**config.mk**
```make
export PLATFORM = sky130hd
export DESIGN_NAME = hit_sram_4b_wrapper_flat
export DESIGN_NICKNAME = d
export VERILOG_FILES = /design/src/rtl/hit_sram_4b_wrapper_pkg.sv /design/src/rtl/hit_sram_4b_wrapper_if.sv /design/src/rtl/hit_sram_bank.sv /design/src/rtl/hit_sram_4b_wrapper.sv /design/src/flat_wrapper.sv
export SDC_FILE = /design/constraint.sdc
export NUM_CORES = 1
export LEC_CHECK = 0
export BUFFER_PORTS_ARGS = -buffer_cell sky130_fd_sc_hd__buf_2
export CAP_MARGIN = 25
export CELL_PAD_IN_SITES_DETAIL_PLACEMENT = 0
export CELL_PAD_IN_SITES_GLOBAL_PLACEMENT = 1
export CORE_ASPECT_RATIO = 0.75
export CORE_MARGIN = 5
export CORE_UTILIZATION = 53
export DETAILED_ROUTE_END_ITERATION = 8
export PLACE_DENSITY = 0.8
export RECOVER_POWER = 100
export SLEW_MARGIN = 20
export SYNTH_ARGS = -nofsm -noshare
export SYNTH_HDL_FRONTEND = slang
export SYNTH_HIERARCHICAL = 1
export SYNTH_SLANG_ARGS = --single-unit
```
**constraint.sdc**
```tcl
create_clock -name clk -period 3.2 [get_ports clk]
set_input_delay 0.48 -clock clk [delete_from_list [all_inputs] [get_ports clk]]
set_output_delay 0.48 -clock clk [all_outputs]
set_load 0.02 [all_outputs]
```
**src/rtl/hit_sram_4b_wrapper_pkg.sv**
```systemverilog
// hit_sram_4b_wrapper_pkg: shared sizes and lane-mask helper for the 512x1 hit buffer.
package hit_sram_4b_wrapper_pkg;
    localparam int ADDR_WIDTH = 9;
    localparam int WORD_BITS = 4;
    localparam int LANE_BITS = $clog2(WORD_BITS);
    localparam int WORDS = (1 << ADDR_WIDTH) / WORD_BITS;
    localparam int WADDR_WIDTH = ADDR_WIDTH - LANE_BITS;

    function automatic logic [WORD_BITS-1:0] lane_mask(input logic [LANE_BITS-1:0] lane);
        return WORD_BITS'(1) << lane;
    endfunction
endpackage

```
**src/rtl/hit_sram_4b_wrapper_if.sv**
```systemverilog
// hit_sram_4b_wrapper_if: hit write / L1 read bus of the hit buffer.
interface hit_sram_4b_wrapper_if;
    import hit_sram_4b_wrapper_pkg::*;
    logic hit;
    logic [ADDR_WIDTH-1:0] wrAddr;
    logic rden;
    logic [ADDR_WIDTH-1:0] rdAddr;
    logic outHit;
    modport master(output hit, wrAddr, rden, rdAddr, input outHit);
    modport slave(input hit, wrAddr, rden, rdAddr, output outHit);
endinterface

```
**src/rtl/hit_sram_bank.sv**
```systemverilog
// hit_sram_bank: 128x4 storage with per-bit write mask, async active-low clear, combinational read.
module hit_sram_bank
    import hit_sram_4b_wrapper_pkg::*;
(
    input  logic                   clk,
    input  logic                   reset,
    input  logic [WADDR_WIDTH-1:0] waddr,
    input  logic [WORD_BITS-1:0]   wmask,
    input  logic [WORD_BITS-1:0]   wdata,
    input  logic [WADDR_WIDTH-1:0] raddr,
    output logic [WORD_BITS-1:0]   rdata
);
    logic [WORD_BITS-1:0] mem [WORDS];

    always_ff @(posedge clk or negedge reset) begin
        if (!reset) begin
            for (int i = 0; i < WORDS; i++) mem[i] <= '0;
        end else begin
            for (int b = 0; b < WORD_BITS; b++) if (wmask[b]) mem[waddr][b] <= wdata[b];
        end
    end

    assign rdata = mem[raddr];
endmodule

```
**src/rtl/hit_sram_4b_wrapper.sv**
```systemverilog
// hit_sram_4b_wrapper: circular 512x1 hit store for the L1 path, read-before-write by default.
// Define HIT_SRAM_WRITE_FIRST_EN to forward hit on a same-address read/write collision.
module hit_sram_4b_wrapper
    import hit_sram_4b_wrapper_pkg::*;
(
    input  logic                  clk,
    input  logic                  reset,
    hit_sram_4b_wrapper_if.slave  bus
);
    logic [WORD_BITS-1:0] rd_word;
    logic rd_bit;
    logic out_hit;

    hit_sram_bank u_bank (
        .clk   (clk),
        .reset (reset),
        .waddr (bus.wrAddr[ADDR_WIDTH-1:LANE_BITS]),
        .wmask (lane_mask(bus.wrAddr[LANE_BITS-1:0])),
        .wdata ({WORD_BITS{bus.hit}}),
        .raddr (bus.rdAddr[ADDR_WIDTH-1:LANE_BITS]),
        .rdata (rd_word)
    );

`ifdef HIT_SRAM_WRITE_FIRST_EN
    always_comb rd_bit = (bus.rdAddr == bus.wrAddr) ? bus.hit : rd_word[bus.rdAddr[LANE_BITS-1:0]];
`else
    always_comb rd_bit = rd_word[bus.rdAddr[LANE_BITS-1:0]];
`endif

    always_ff @(posedge clk or negedge reset) begin
        if (!reset) out_hit <= 1'b0;
        else if (bus.rden) out_hit <= rd_bit;
    end

    assign bus.outHit = out_hit;
endmodule

```
**src/flat_wrapper.sv**
```systemverilog
// flat-port wrapper written by rule: the top's interface ports become plain ports
module hit_sram_4b_wrapper_flat import hit_sram_4b_wrapper_pkg::*;
  (clk, reset, bus_hit, bus_wrAddr, bus_rden, bus_rdAddr, bus_outHit);
  hit_sram_4b_wrapper_if bus_i ();
  input  logic clk;
  input  logic reset;
  input wire logic [$bits(bus_i.hit)-1:0] bus_hit;
  input wire logic [$bits(bus_i.wrAddr)-1:0] bus_wrAddr;
  input wire logic [$bits(bus_i.rden)-1:0] bus_rden;
  input wire logic [$bits(bus_i.rdAddr)-1:0] bus_rdAddr;
  output wire logic [$bits(bus_i.outHit)-1:0] bus_outHit;
  assign bus_i.hit = bus_hit;
  assign bus_i.wrAddr = bus_wrAddr;
  assign bus_i.rden = bus_rden;
  assign bus_i.rdAddr = bus_rdAddr;
  assign bus_outHit = bus_i.outHit;
  hit_sram_4b_wrapper u_core (.clk(clk), .reset(reset), .bus(bus_i));
endmodule
```
After elaboration in Yosys (flattened, before gate mapping)
Index checks and enable logic that the tools add are counted.
{"block": "classes", "bitwise_logic": 2, "muxes": 21, "shift": 1, "reduce_logical": 1, "magnitude_cmp": 4}
{"cell": "bitwise mux 512 bit", "n": 4}
{"cell": "2-to-1 mux 512 bit", "n": 4}
{"cell": "demux 4 bit (select 7 bit)", "n": 4}
{"cell": "binary-select mux 4 bit (select 7 bit)", "n": 1}
{"cell": "greater-or-equal comparator 8 bit, second input constant", "n": 2}
{"cell": "NOT 7 -> 8 bit", "n": 2}
{"cell": "2-to-1 mux 4 bit", "n": 3}
{"cell": "less-than comparator 8 x 1 -> 1 bit, second input constant", "n": 1}
{"cell": "left shift 1 x 2 -> 4 bit, first input constant", "n": 1}
{"cell": "less-than comparator 2 x 3 -> 1 bit, second input constant", "n": 1}
{"cell": "2-to-1 mux 3 bit", "n": 1}
{"cell": "binary-select mux 1 bit (select 2 bit)", "n": 1}
{"cell": "2-to-1 mux 1 bit", "n": 2}
{"cell": "2-to-1 mux 2 bit", "n": 1}
{"cell": "logical AND 1 bit", "n": 1}
{"block": "word_totals", "wordCells": 158, "output_inout_bits": 1, "inputBits": 22, "ff_bits": 513}

Logic depth before layout (Yosys ltp)
Gate-level depths: netlist of run 1.
{"block": "depth", "word_depth": 13, "ltp_mapped": 9, "mapped_depth_nobuf": 7}

Hierarchy
Netlist of run 1, hierarchy kept.
{"module": "hit_sram_bank", "area_per_inst_um2": 25722.2, "cells_per_inst": 2039, "seq_area_each_um2": 12812.3, "instances": 1}
{"module": "hit_sram_4b_wrapper", "area_per_inst_um2": 98.8, "cells_per_inst": 11, "seq_area_each_um2": 25.0, "instances": 1}

Least setup slack after synthesis of run 1
Ideal clock, no wire load.
{"block": "synth_timing", "kind": "in2reg", "from": "input port bus_rdAddr[4]", "to": "register u_core.out_hit, in the netlist u_core/bus.outHit", "n_path_buf": 2, "t_arrival_ns": 3.072, "required_ns": 3.066, "path_slack_ns": -0.006, "stages": 9, "cell_sequence": "clkbuf_1 buf_1 mux4_2 mux4_2 mux4_2 mux2_2 mux2_4 nand3_2 o311ai_1"}
{"block": "synth_between", "elab_chain_cells": 6}
{"item": "start: declaration", "line_no": "flat_wrapper.sv:10", "rtl": "input wire logic [$bits(bus_i.rdAddr)-1:0] bus_rdAddr;"}
{"item": "NOT 7 -> 8 bit (implied by the code)", "line_no": "hit_sram_bank.sv:23", "rtl": "assign rdata = mem[raddr];"}
{"item": "binary-select mux 4 bit (select 7 bit)", "line_no": "hit_sram_bank.sv:23"}
{"item": "2-to-1 mux 4 bit (implied by the code) (2 in a row)", "line_no": "hit_sram_bank.sv:23"}
{"item": "named net u_core.rd_word[2]", "line_no": "hit_sram_4b_wrapper.sv:10", "rtl": "logic [WORD_BITS-1:0] rd_word;"}
{"item": "binary-select mux 1 bit (select 2 bit)", "line_no": "hit_sram_4b_wrapper.sv:27", "rtl": "always_comb rd_bit = rd_word[bus.rdAddr[LANE_BITS-1:0]];"}
{"item": "2-to-1 mux 1 bit (implied by the code)", "line_no": "hit_sram_4b_wrapper.sv:27"}
{"item": "end signal: assignment", "line_no": "hit_sram_4b_wrapper.sv:32", "rtl": "else if (bus.rden) out_hit <= rd_bit;"}
{"item": "end: declaration", "line_no": "hit_sram_4b_wrapper.sv:12", "rtl": "logic out_hit;"}
The timed path passes the listed nets, and every way through them passes these cells. The select of a mux whose other input is x is not followed.
A chain may end at the register's enable or synchronous reset.

Worst setup path in the final report of run 1
{"block": "layout_timing", "from": "register u_core/u_bank/mem[10] in the netlist's numbering", "to": "register u_core.out_hit, in the netlist u_core/bus.outHit"}
{"block": "layout_between", "elab_chain_cells": 5}
{"item": "start: declaration", "line_no": "hit_sram_bank.sv:13", "rtl": "logic [WORD_BITS-1:0] mem [WORDS];"}
{"item": "binary-select mux 4 bit (select 7 bit)", "line_no": "hit_sram_bank.sv:23"}
{"item": "2-to-1 mux 4 bit (implied by the code) (2 in a row)", "line_no": "hit_sram_bank.sv:23"}
{"item": "named net u_core.rd_word[2]", "line_no": "hit_sram_4b_wrapper.sv:10"}
{"item": "binary-select mux 1 bit (select 2 bit)", "line_no": "hit_sram_4b_wrapper.sv:27"}
{"item": "2-to-1 mux 1 bit (implied by the code)", "line_no": "hit_sram_4b_wrapper.sv:27"}
The timed path passes the listed nets, and every way through them passes these cells. The select of a mux whose other input is x is not followed.

==> flow_metrics.env, run 1 <==
export IMPL_place_area_mm2=0.02691
export IMPL_fp_dieW_um=264.9
export IMPL_final_hold_viol_count=0
export IMPL_tritoncts="yes"
export IMPL_rsz0062_at_grt="false"
export IMPL_clock_sinks=513
export IMPL_finClkSkew_ns=0.01765
export IMPL_utilization=0.5939
export IMPL_critPathMaxFanout=2
export IMPL_drive_gt1_frac=0.4220
export IMPL_final_cells=2695
export IMPL_core_area_mm2=0.04843
export IMPL_leakage_uw=0.01290
export IMPL_antenna_found_initial=3
export IMPL_cts_buffers=51
export IMPL_endpoint_kind="register"
export IMPL_fin_tns_setup_ns=0
export IMPL_status="finished with violations"
export IMPL_holdBufCountCts=1
export IMPL_design_area_mm2=0.02877
export IMPL_worst_pin_slew_ns=2.035
export IMPL_hpwlAfterDp_mm=41.21
export IMPL_cp_start_kind="register"
export IMPL_die_h_um=201.2
export IMPL_cts_max_level=2
export IMPL_start_util=0.5331
export IMPL_slew_violations=65
export IMPL_io_buffers=22
export IMPL_wire_per_inst_um=24.20
export IMPL_timing_final_ws_setup_ns=0.3510
export IMPL_yosysWarnings=6
export IMPL_drtIter0Drc=1415
export IMPL_cts_resized=0
export IMPL_netlist_top_cells_area="dfrtp_1, mux2_2, mux4_2"
export IMPL_area_growth_pct=11.41
export IMPL_vias=16305
export IMPL_relSlewSlack=-0.3564
export IMPL_drv_cap=1
export IMPL_synth_top_area_cell="dfrtp_1"
export IMPL_io_pins=23
export IMPL_placed_cells=2599
export IMPL_finalCritPeriodShare=0.8903
export IMPL_crit_arrival_ns=3.31
export IMPL_worstPathRequired_ns=3.66
export IMPL_grt_pass1_vias=17079
export IMPL_synthCells=2050
export IMPL_final_setup_viol_count=0
export IMPL_drc=0
export IMPL_syn_nets=2072
export IMPL_drt_first_pass_iters=5
export IMPL_wl_mm=65.22
export IMPL_ir_drop_v=0.0004155
export IMPL_gp_congestion=0.8590
export IMPL_cts_buffer_depth=3
export IMPL_fmax_ghz=0.3510
export IMPL_root_buffer="clkbuf_16"
export IMPL_grt_pass1_wl_mm=102.6
export IMPL_synth_area_mm2=0.02582
export IMPL_synth_top_area_frac=0.4972
export IMPL_hold_path_class="input port to register"
export IMPL_pre_cts_ws_ns=-0.1338
export IMPL_ys_ff_latch=513
export IMPL_clk_latency_ns=0.60
export IMPL_detail_route_antenna_nets=0
export IMPL_grt_ovfl_total=0
export IMPL_p_per_area_mw_per_mm2=520.9
export IMPL_cts_clk_slew_worst_paths_ns=0.06
export IMPL_rows=70
export IMPL_min_period_ns=2.849
export IMPL_nNetsFinal=2027
export IMPL_violations="max-capacitance violations, max-slew violations"
export IMPL_worstSetupPathType="register to register"
export IMPL_avgSynthCellArea_um2=12.60
export IMPL_viasPerCell=6.050
export IMPL_synthDistinctLibCells=25
export IMPL_grt_max_degree=129
export IMPL_die_area_mm2=0.05328
export IMPL_ys_seq_area_frac=0.4972
export IMPL_post_cts_setup_buffers=0
export IMPL_grtUsageTotal=0.2461
## stage by stage
| stage | power [µW] | hold slack [ns] |
|---|---|---|
| after global routing | 15510 | 0.2042 |
| after detailed placement | 8446 | 0.4877 |
| after global placement | 8402 | 0.4826 |
| after CTS | 15120 | 0.1106 |
| final | 14980 | 0.1934 |
| after floorplan | 7858 | 0.1844 |
## cell type report
cell class                      instances  area, µm²
Inverter                                1      3.754
Sequential cell                       513      12840
Clock buffer                           65       1440
Tap cell                              648      810.8
Antenna cell                            2      5.005
Clock inverter                         28      419.2
Timing Repair Buffer                   81      942.2
Fill cell                            3755      19670
Multi-Input combinational cell       1357      12310
## power breakdown
part	total, µW	internal, µW	switching (µW)
combinational	1350	611	738
sequential	6980	6790	185
clock	6650	3990	2660
total	15000	11400	3590
## cells in the final DEF, fill, tap and decap left out, drive strengths merged
master and instances:
mux4 168, dlygate4sd3 1, nand4b 4, buf 72, nand3 2, nand2 513
clkinv 13, and2 1, dfrtp 513, bufinv 10, diode 2, nand4 1
mux2i 1, nand3b 3, mux2 517, nand4bb 6, or4b 4, inv 2
clkbuf 73, or3 1, o311ai 1, nor2b 2, or4 1, nor2 129
or3b 3, clkinvlp 4
## Yosys cell counts
cell type,n
nand3_2,1
or3b_2,3
buf_2,11
mux2_4,1
nand4_1,1
mux2i_1,1
o311ai_1,1
and2_1,1
nand2_1,513
nor2b_1,2
buf_4,3
nor2_1,129
or4b_2,4
buf_1,49
nand3_1,1
clkbuf_1,116
nand4bb_1,6
nand3b_1,3
mux4_2,168
or3_1,1
dfrtp_1,513
nand4b_1,4
inv_1,1
or4_1,1
mux2_2,516
## routing by layer
layer | global-route usage | vias to the layer above | wire [µm] | part of all wire
met1 | 0.3694 | 8622 | 29650 | 0.45
met2 | 0.3644 | 467 | 29330 | 0.45
met3 | 0.06076 | 93 | 4759 | 0.073
met4 | 0.06466 | 4 | 1458 | 0.022
met5 | 0 | - | 21 | 0.00032
li1 | - | 7119 | - | -
## worst paths after layout
kind                                           to  slack (ns)  cells past startpoint                  start
hold / removal                  u_core/bus.outHit        0.19                      3          bus_rdAddr[1]
setup reg to reg                u_core/bus.outHit        0.35                      7  u_core/u_bank/mem[10]
setup / recovery                u_core/bus.outHit        0.35                      7  u_core/u_bank/mem[10]
max in group asynchronous  u_core/u_bank/mem[217]        0.60                      3                  reset
hold reg to reg             u_core/u_bank/mem[48]        0.50                      1  u_core/u_bank/mem[48]
min in group asynchronous  u_core/u_bank/mem[377]        1.00                      2                  reset
## state kept, by name, summed over array words and instances, names as in the netlist
signal	cells
u_core/u_bank/mem	512
u_core/bus.outHit	1
## kinds of logic (layout without fill, tap and decap cells)
| logic type | count (synthesis) | count (layout) | synth area share |
|---|---|---|---|
| buf+inv | 180 | 175 | 0.02714 |
| simple gates | 670 | 670 | 0.1028 |
| compound gates | 1 | 1 | 0.0003393 |
| flops | 513 | 513 | 0.4972 |
| mux | 686 | 686 | 0.3725 |
| other cells | 0 | 2 | 0 |
## worst max-delay path: stages, from the launching register on
cell      delay, ns
dfrtp_1        0.40
mux4_2         0.48
mux4_2         0.56
mux4_2         0.50
mux2_2         0.27
mux2_4         0.27
nand3_2        0.07
o311ai_0       0.14
Note: power is estimated with default switching activity, not from simulation.
==> run 2: changes to the inputs <==
--- a/config.mk
+++ b/config.mk
@@ -13,10 +13,9 @@
 export CORE_MARGIN = 5
 export CORE_UTILIZATION = 53
 export DETAILED_ROUTE_END_ITERATION = 8
-export PLACE_DENSITY = 0.8
+export PLACE_DENSITY = 0.81
 export RECOVER_POWER = 100
 export SLEW_MARGIN = 20
 export SYNTH_ARGS = -nofsm -noshare
 export SYNTH_HDL_FRONTEND = slang
-export SYNTH_HIERARCHICAL = 1
 export SYNTH_SLANG_ARGS = --single-unit
==> run 2 against run 1 <==
  * The run still ends with max-capacitance violations, max-slew violations left
  * Non-clock buffer count grew 35
  * Synthesized area grew 2.5%
  * Combinational power rose by 6%
  * Sequential share of layout area shrank 0.61 points
  * Maximum frequency rose by 0.93%
  * Die area rose by 2.4%
  * Register-to-register slack better by 0.47 ns
  * Flip-flop and latch count stayed put
  * Worst setup slack better by 0.026 ns
  * Synthesized cell count rose by 9.1%
  * Highest routed layer is now met4
==> flow_metrics.env, run 2 <==
export IMPL_holdWs_ns=0.2401
export IMPL_drt_first_pass_iters=6
export IMPL_tritoncts="yes"
export IMPL_wire_per_inst_um=24.66
export IMPL_synthCells=2237
export IMPL_crit_arrival_ns=3.32
export IMPL_endpoint_kind="register"
export IMPL_rsz0062_at_grt="false"
export IMPL_worstSetupPathType="input port to register"
export IMPL_status="finished with violations"
export IMPL_yosysWarnings=0
export IMPL_die_h_um=203.5
export IMPL_detail_route_antenna_nets=0
export IMPL_clock_sinks=513
export IMPL_cpPeakStageDelay_ns=1.38
export IMPL_final_common_cell="dfrtp_1"
export IMPL_synth_edff_count=0
export IMPL_post_cts_setup_buffers=0
export IMPL_holdPathStages=3
export IMPL_slew_violations=53
export IMPL_relSlewSlack=-0.2641
export IMPL_synth_area_mm2=0.02646
export IMPL_grt_ovfl_total=0
export IMPL_largest_reg_flops=512
export IMPL_netlist_top_cells_area="dfrtp_1, mux2_2, mux4_2"
export IMPL_pre_cts_ws_ns=0.1719
export IMPL_leakage_uw=0.01340
export IMPL_fin_tns_setup_ns=0
export IMPL_io_pins=23
export IMPL_wl_mm=71.99
export IMPL_reg2reg_depth=6
export IMPL_final_cells=2919
export IMPL_hold_path_class="input port to register"
export IMPL_cts_buffer_depth=3
export IMPL_antenna_found_initial=4
export IMPL_viasPerCell=6.143
export IMPL_grtUsageTotal=0.2653
export IMPL_grt_pass1_wl_mm=111.8
export IMPL_fmax_ghz=0.3543
export IMPL_violations="max-capacitance violations, max-slew violations"
export IMPL_vias=17932
export IMPL_ys_seq_area_frac=0.4851
export IMPL_mostFrequentLayoutCells="dfrtp_1, mux2_2, nand2_1"
export IMPL_ys_ff_latch=513
export IMPL_clk_latency_ns=0.60
export IMPL_ir_drop_v=0.0004362
export IMPL_holdBufCountCts=1
export IMPL_synth_top_area_frac=0.4851
export IMPL_synthDistinctLibCells=56
export IMPL_cpMostUsedCell="nand2_1"
export IMPL_gp_congestion=0.9054
export IMPL_timing_final_ws_setup_ns=0.3773
export IMPL_grt_pass1_vias=18097
export IMPL_grt_max_degree=138
export IMPL_root_buffer="clkbuf_16"
export IMPL_core_area_mm2=0.04905
export IMPL_avgSynthCellArea_um2=11.83
export IMPL_final_hold_viol_count=0
export IMPL_syn_nets=2259
export IMPL_regMostFlops="u_core.u_bank.mem"
export IMPL_drtIter0Drc=1859
export IMPL_fp_dieW_um=268.0
export IMPL_drv_cap=2
export IMPL_nNetsFinal=2248
export IMPL_io_buffers=22
export IMPL_path_cells="clkbuf_1 > nand2_1 > or2_0 > nor2_1 > nand2_1 > mux2_2"
export IMPL_rows=70
export IMPL_cts_resized=0
export IMPL_start_util=0.5396
export IMPL_cts_buffers=51
export IMPL_yosys_top_cells_count="mux2_2, dfrtp_1, nand2_1, nor2_1, clkbuf_1"
export IMPL_die_area_mm2=0.05455
export IMPL_finClkSkew_ns=0.01776
export IMPL_drc=0
export IMPL_synth_top_area_cell="dfrtp_1"
export IMPL_utilization=0.5947
export IMPL_synth_async_sr_flop_share=1.000
export IMPL_critPathMaxFanout=15
export IMPL_area_growth_pct=10.22
export IMPL_drive_gt1_frac=0.3441
export IMPL_min_period_ns=2.823
export IMPL_synth_most_common_cell="mux2_2"
export IMPL_cp_slowest_cell="or2_0"
export IMPL_finalCritPeriodShare=0.8821
export IMPL_worst_pin_slew_ns=1.896
export IMPL_cp_start_kind="input port"
export IMPL_synth_main_ff_cell="dfrtp_1"
export IMPL_p_per_area_mw_per_mm2=502.7
export IMPL_cts_max_level=2
export IMPL_placed_cells=2820
export IMPL_worstPathRequired_ns=3.69
export IMPL_hpwlAfterDp_mm=48.11
export IMPL_final_setup_viol_count=0
export IMPL_cts_clk_slew_worst_paths_ns=0.06
run 2: cell types whose count changed in the layout (fill, tap and decap cells not counted), moves of 12 or more:
cell and delta:
nand3_1 +14, mux2i_1 +41, clkbuf_1 +23, buf_4 +32, mux4_2 -87, o22ai_1 +17
mux4_1 +34, nand2_1 -81, nor2_1 +134, nor3_1 +14, a22oi_1 +12
run 2: kinds of logic (layout without fill, tap and decap cells):
group | count (synthesis) | count (layout) | share of synthesized area
AO/OA/AOI/OAI | 79 | 79 | 0.02170
buffers and inverters | 185 | 215 | 0.03484
multiplexers | 672 | 672 | 0.3377
AND/OR/NAND/NOR | 788 | 788 | 0.1207
other | 0 | 4 | 0
flip-flops | 513 | 513 | 0.4851
run 2: cell type report:
class                      instances  area (µm²)
sequential                       513       12840
antenna                            4       10.01
timing repair buffer             116        1033
fill                            3984       19880
multi-input combinational       1539       12730
clock inverter                    22       274.0
tap                              648       810.8
inverter                           5       18.77
clock buffer                      72        1455
run 2: worst max-delay path: cells and delay by family:
family,cells,cell delay (ns)
AND/OR/NAND/NOR,4,2.23
multiplexers,1,0.34
buffers and inverters,1,0.24
run 2: metrics by stage:
step | total power [µW] | instance area [µm²]
floorplan | 7909 | 26460
global placement | 8471 | 27550
detailed placement | 8522 | 27550
CTS | 14800 | 29290
global route | 15200 | 29160
finish | 14660 | 29170
run 2: metal layers:
| layer | part of all wire | track usage | vias up | wire length, µm |
|---|---|---|---|---|
| li1 | - | - | 7840 | - |
| met1 | 0.45 | 0.3957 | 9309 | 32230 |
| met2 | 0.43 | 0.3790 | 671 | 31120 |
| met3 | 0.094 | 0.08178 | 112 | 6767 |
| met4 | 0.026 | 0.07331 | 0 | 1873 |
| met5 | 0 | 0 | - | 0 |
run 2: report_power, final:
part / switching (µW) / internal [µW]
Sequential: 170 / 6800
Combinational: 845 / 588
Clock: 2610 / 3650
run 2: worst paths after layout:
kind | from | endpoint | slack [ns]
setup / recovery | bus_wrAddr[3] | u_core.u_bank.mem[357] | 0.38
hold / removal | bus_rden | u_core.bus.outHit | 0.24
setup reg to reg | u_core.u_bank.mem[200] | u_core.bus.outHit | 0.82
hold reg to reg | u_core.u_bank.mem[461] | u_core.u_bank.mem[461] | 0.50
max in group asynchronous | reset | u_core.u_bank.mem[159] | 0.79
min in group asynchronous | reset | u_core.u_bank.mem[447] | 0.49
==> run 3: changes to the inputs <==
--- a/config.mk
+++ b/config.mk
@@ -12,6 +12,7 @@
 export CORE_ASPECT_RATIO = 0.75
 export CORE_MARGIN = 5
 export CORE_UTILIZATION = 53
+export CTS_BUF_LIST = sky130_fd_sc_hd__clkbuf_16
 export DETAILED_ROUTE_END_ITERATION = 8
 export PLACE_DENSITY = 0.81
 export RECOVER_POWER = 100
==> run 3 against run 2 <==
  * The flow still finishes with violations (max-capacitance violations, max-slew violations)
  * Critical path depth increased by 3
  * Die area unchanged
  * Clock power decreased by 4.3%
  * Critical endpoint is now u_core.bus.outHit
  * Largest cell class unchanged
  * Largest power group unchanged
==> flow_metrics.env, run 3 (synthesis gave the netlist of run 2 again) <==
export IMPL_cts_buffer_depth=3
export IMPL_cts_resized=0
export IMPL_wire_per_inst_um=24.66
export IMPL_critPathLaunch="bus_rdAddr[2]"
export IMPL_cts_max_level=2
export IMPL_slew_violations=41
export IMPL_drt_first_pass_iters=6
export IMPL_worstSetupPathType="input port to register"
export IMPL_ir_drop_v=0.0004378
export IMPL_final_common_cell="dfrtp_1"
export IMPL_fp_dieW_um=268.0
export IMPL_fin_tns_setup_ns=0
export IMPL_start_util=0.5396
export IMPL_min_from="bus_rden"
export IMPL_cp_start_kind="input port"
export IMPL_cp_slowest_cell="clkbuf_4"
export IMPL_r2r_slack_ns=0.83
export IMPL_finalCritPeriodShare=0.8429
export IMPL_grtUsageTotal=0.2651
export IMPL_relSlewSlack=-0.1451
export IMPL_grt_ovfl_total=0
export IMPL_drtIter0Drc=1850
export IMPL_worstPathRequired_ns=3.68
export IMPL_holdPathStages=3
export IMPL_fmax_ghz=0.3707
export IMPL_reg2reg_depth=6
export IMPL_regMostFlops="u_core.u_bank.mem"
export IMPL_antenna_found_initial=4
export IMPL_clock_sinks=513
export IMPL_critPathMaxFanout=21
export IMPL_wl_mm=71.95
export IMPL_cpPeakStageDelay_ns=0.54
export IMPL_drc=0
export IMPL_root_buffer="clkbuf_16"
export IMPL_clk_latency_ns=0.61
export IMPL_core_area_mm2=0.04905
export IMPL_die_h_um=203.5
export IMPL_holdWs_ns=0.2288
export IMPL_mostFrequentLayoutCells="dfrtp_1, mux2_2, nand2_1"
export IMPL_violations="max-capacitance violations, max-slew violations"
export IMPL_hold_path_class="input port to register"
export IMPL_cts_clk_slew_worst_paths_ns=0.06
export IMPL_viasPerCell=6.144
export IMPL_final_setup_viol_count=0
export IMPL_fillerInstances=3996
export IMPL_die_area_mm2=0.05455
export IMPL_finClkSkew_ns=0.02781
export IMPL_vias=17929
export IMPL_drive_gt1_frac=0.3397
export IMPL_gp_congestion=0.9054
export IMPL_hold_end="u_core.bus.outHit"
export IMPL_leakage_uw=0.01339
export IMPL_path_cells="clkbuf_8 > clkbuf_4 > buf_12 > mux4_1 > mux4_2 > a31oi_1 > o41ai_1 > o211ai_1 > a2111oi_2"
export IMPL_min_period_ns=2.697
export IMPL_rsz0062_at_grt="false"
export IMPL_hpwlAfterDp_mm=48.11
export IMPL_grt_pass1_vias=18041
export IMPL_timing_rr_start="u_core.u_bank.mem[200]"
export IMPL_p_per_area_mw_per_mm2=495.1
export IMPL_largest_reg_flops=512
export IMPL_rows=70
export IMPL_status="finished with violations"
export IMPL_tritoncts="yes"
export IMPL_io_buffers=22
export IMPL_crit_arrival_ns=3.18
export IMPL_drv_cap=1
export IMPL_r2r_end="u_core.bus.outHit"
export IMPL_cts_buffers=51
export IMPL_final_hold_viol_count=0
export IMPL_nNetsFinal=2248
export IMPL_grt_pass1_wl_mm=111.7
export IMPL_worst_pin_slew_ns=1.718
export IMPL_io_pins=23
export IMPL_detail_route_antenna_nets=0
export IMPL_endpoint_kind="register"
export IMPL_grt_max_degree=138
export IMPL_area_growth_pct=9.829
[run 3: changes by cell type in the layout (fill, tap and decap cells not counted)]
cell      previous run  this run
clkbuf_1            29        18
clkbuf_8            11         1
clkinv_1             0        10
diode_2              4         3
inv_1                5        16
or2_0                1         0
or2_1                1         2
[run 3: area by class of cell]
cell class	count	area, µm²	share of cell area
Sequential cell	513	12840	0.4417
Multi-Input combinational cell	1539	12730	0.4379
Clock buffer	51	1276	0.04391
Timing Repair Buffer	116	1033	0.03556
Tap cell	648	810.8	0.02789
Clock inverter	43	352.8	0.01214
Inverter	5	18.77	0.0006457
Antenna cell	3	7.507	0.0002583
[run 3: repair_timing]
action                    4_1_cts  5_1_grt
hold buffers                    1        0
setup buffers                   0        0
hold endpoints to repair       77        0
[run 3: worst max path at each step]
stage,end,slack (ns)
global placement,u_core.bus.outHit,0.21
detailed placement,u_core.bus.outHit,0.17
finish,u_core.bus.outHit,0.50
CTS,u_core.bus.outHit,0.83
floorplan,u_core.bus.outHit,0.74
global route,u_core.bus.outHit,0.36
[run 3: metrics by stage]
stage               cells  power [µW]  setup WS, ns    util  cell area, µm²
finish               2918       14390        0.5027  0.5926           29070
global route         2916       14920        0.3583  0.5925           29060
CTS                  2915       14530        0.8302  0.5952           29190
detailed placement   2820        8522        0.1719  0.5617           27550
global placement     2820        8471        0.2071  0.5617           27550
floorplan            2237        7909        0.7387       -           26460
[run 3: metal layers]
metal  part of all wire  track usage  up-vias
li1                   -            -     7844
met1               0.45       0.3953     9334
met2               0.43       0.3781      625
met3              0.091      0.08214      126
met4              0.028      0.07440        0
met5                  0            0        -
[run 3: power breakdown]
part	total, µW	switching [µW]	internal (µW)
logic	1430	843	588
clock network	5990	2620	3380
registers	6970	169	6800
[run 3: critical path: cells and delay by family]
kind	cells	cell delay (ns)
multiplexers	2	1.01
buffers and inverters	3	0.99
AO/OA/AOI/OAI	4	0.68
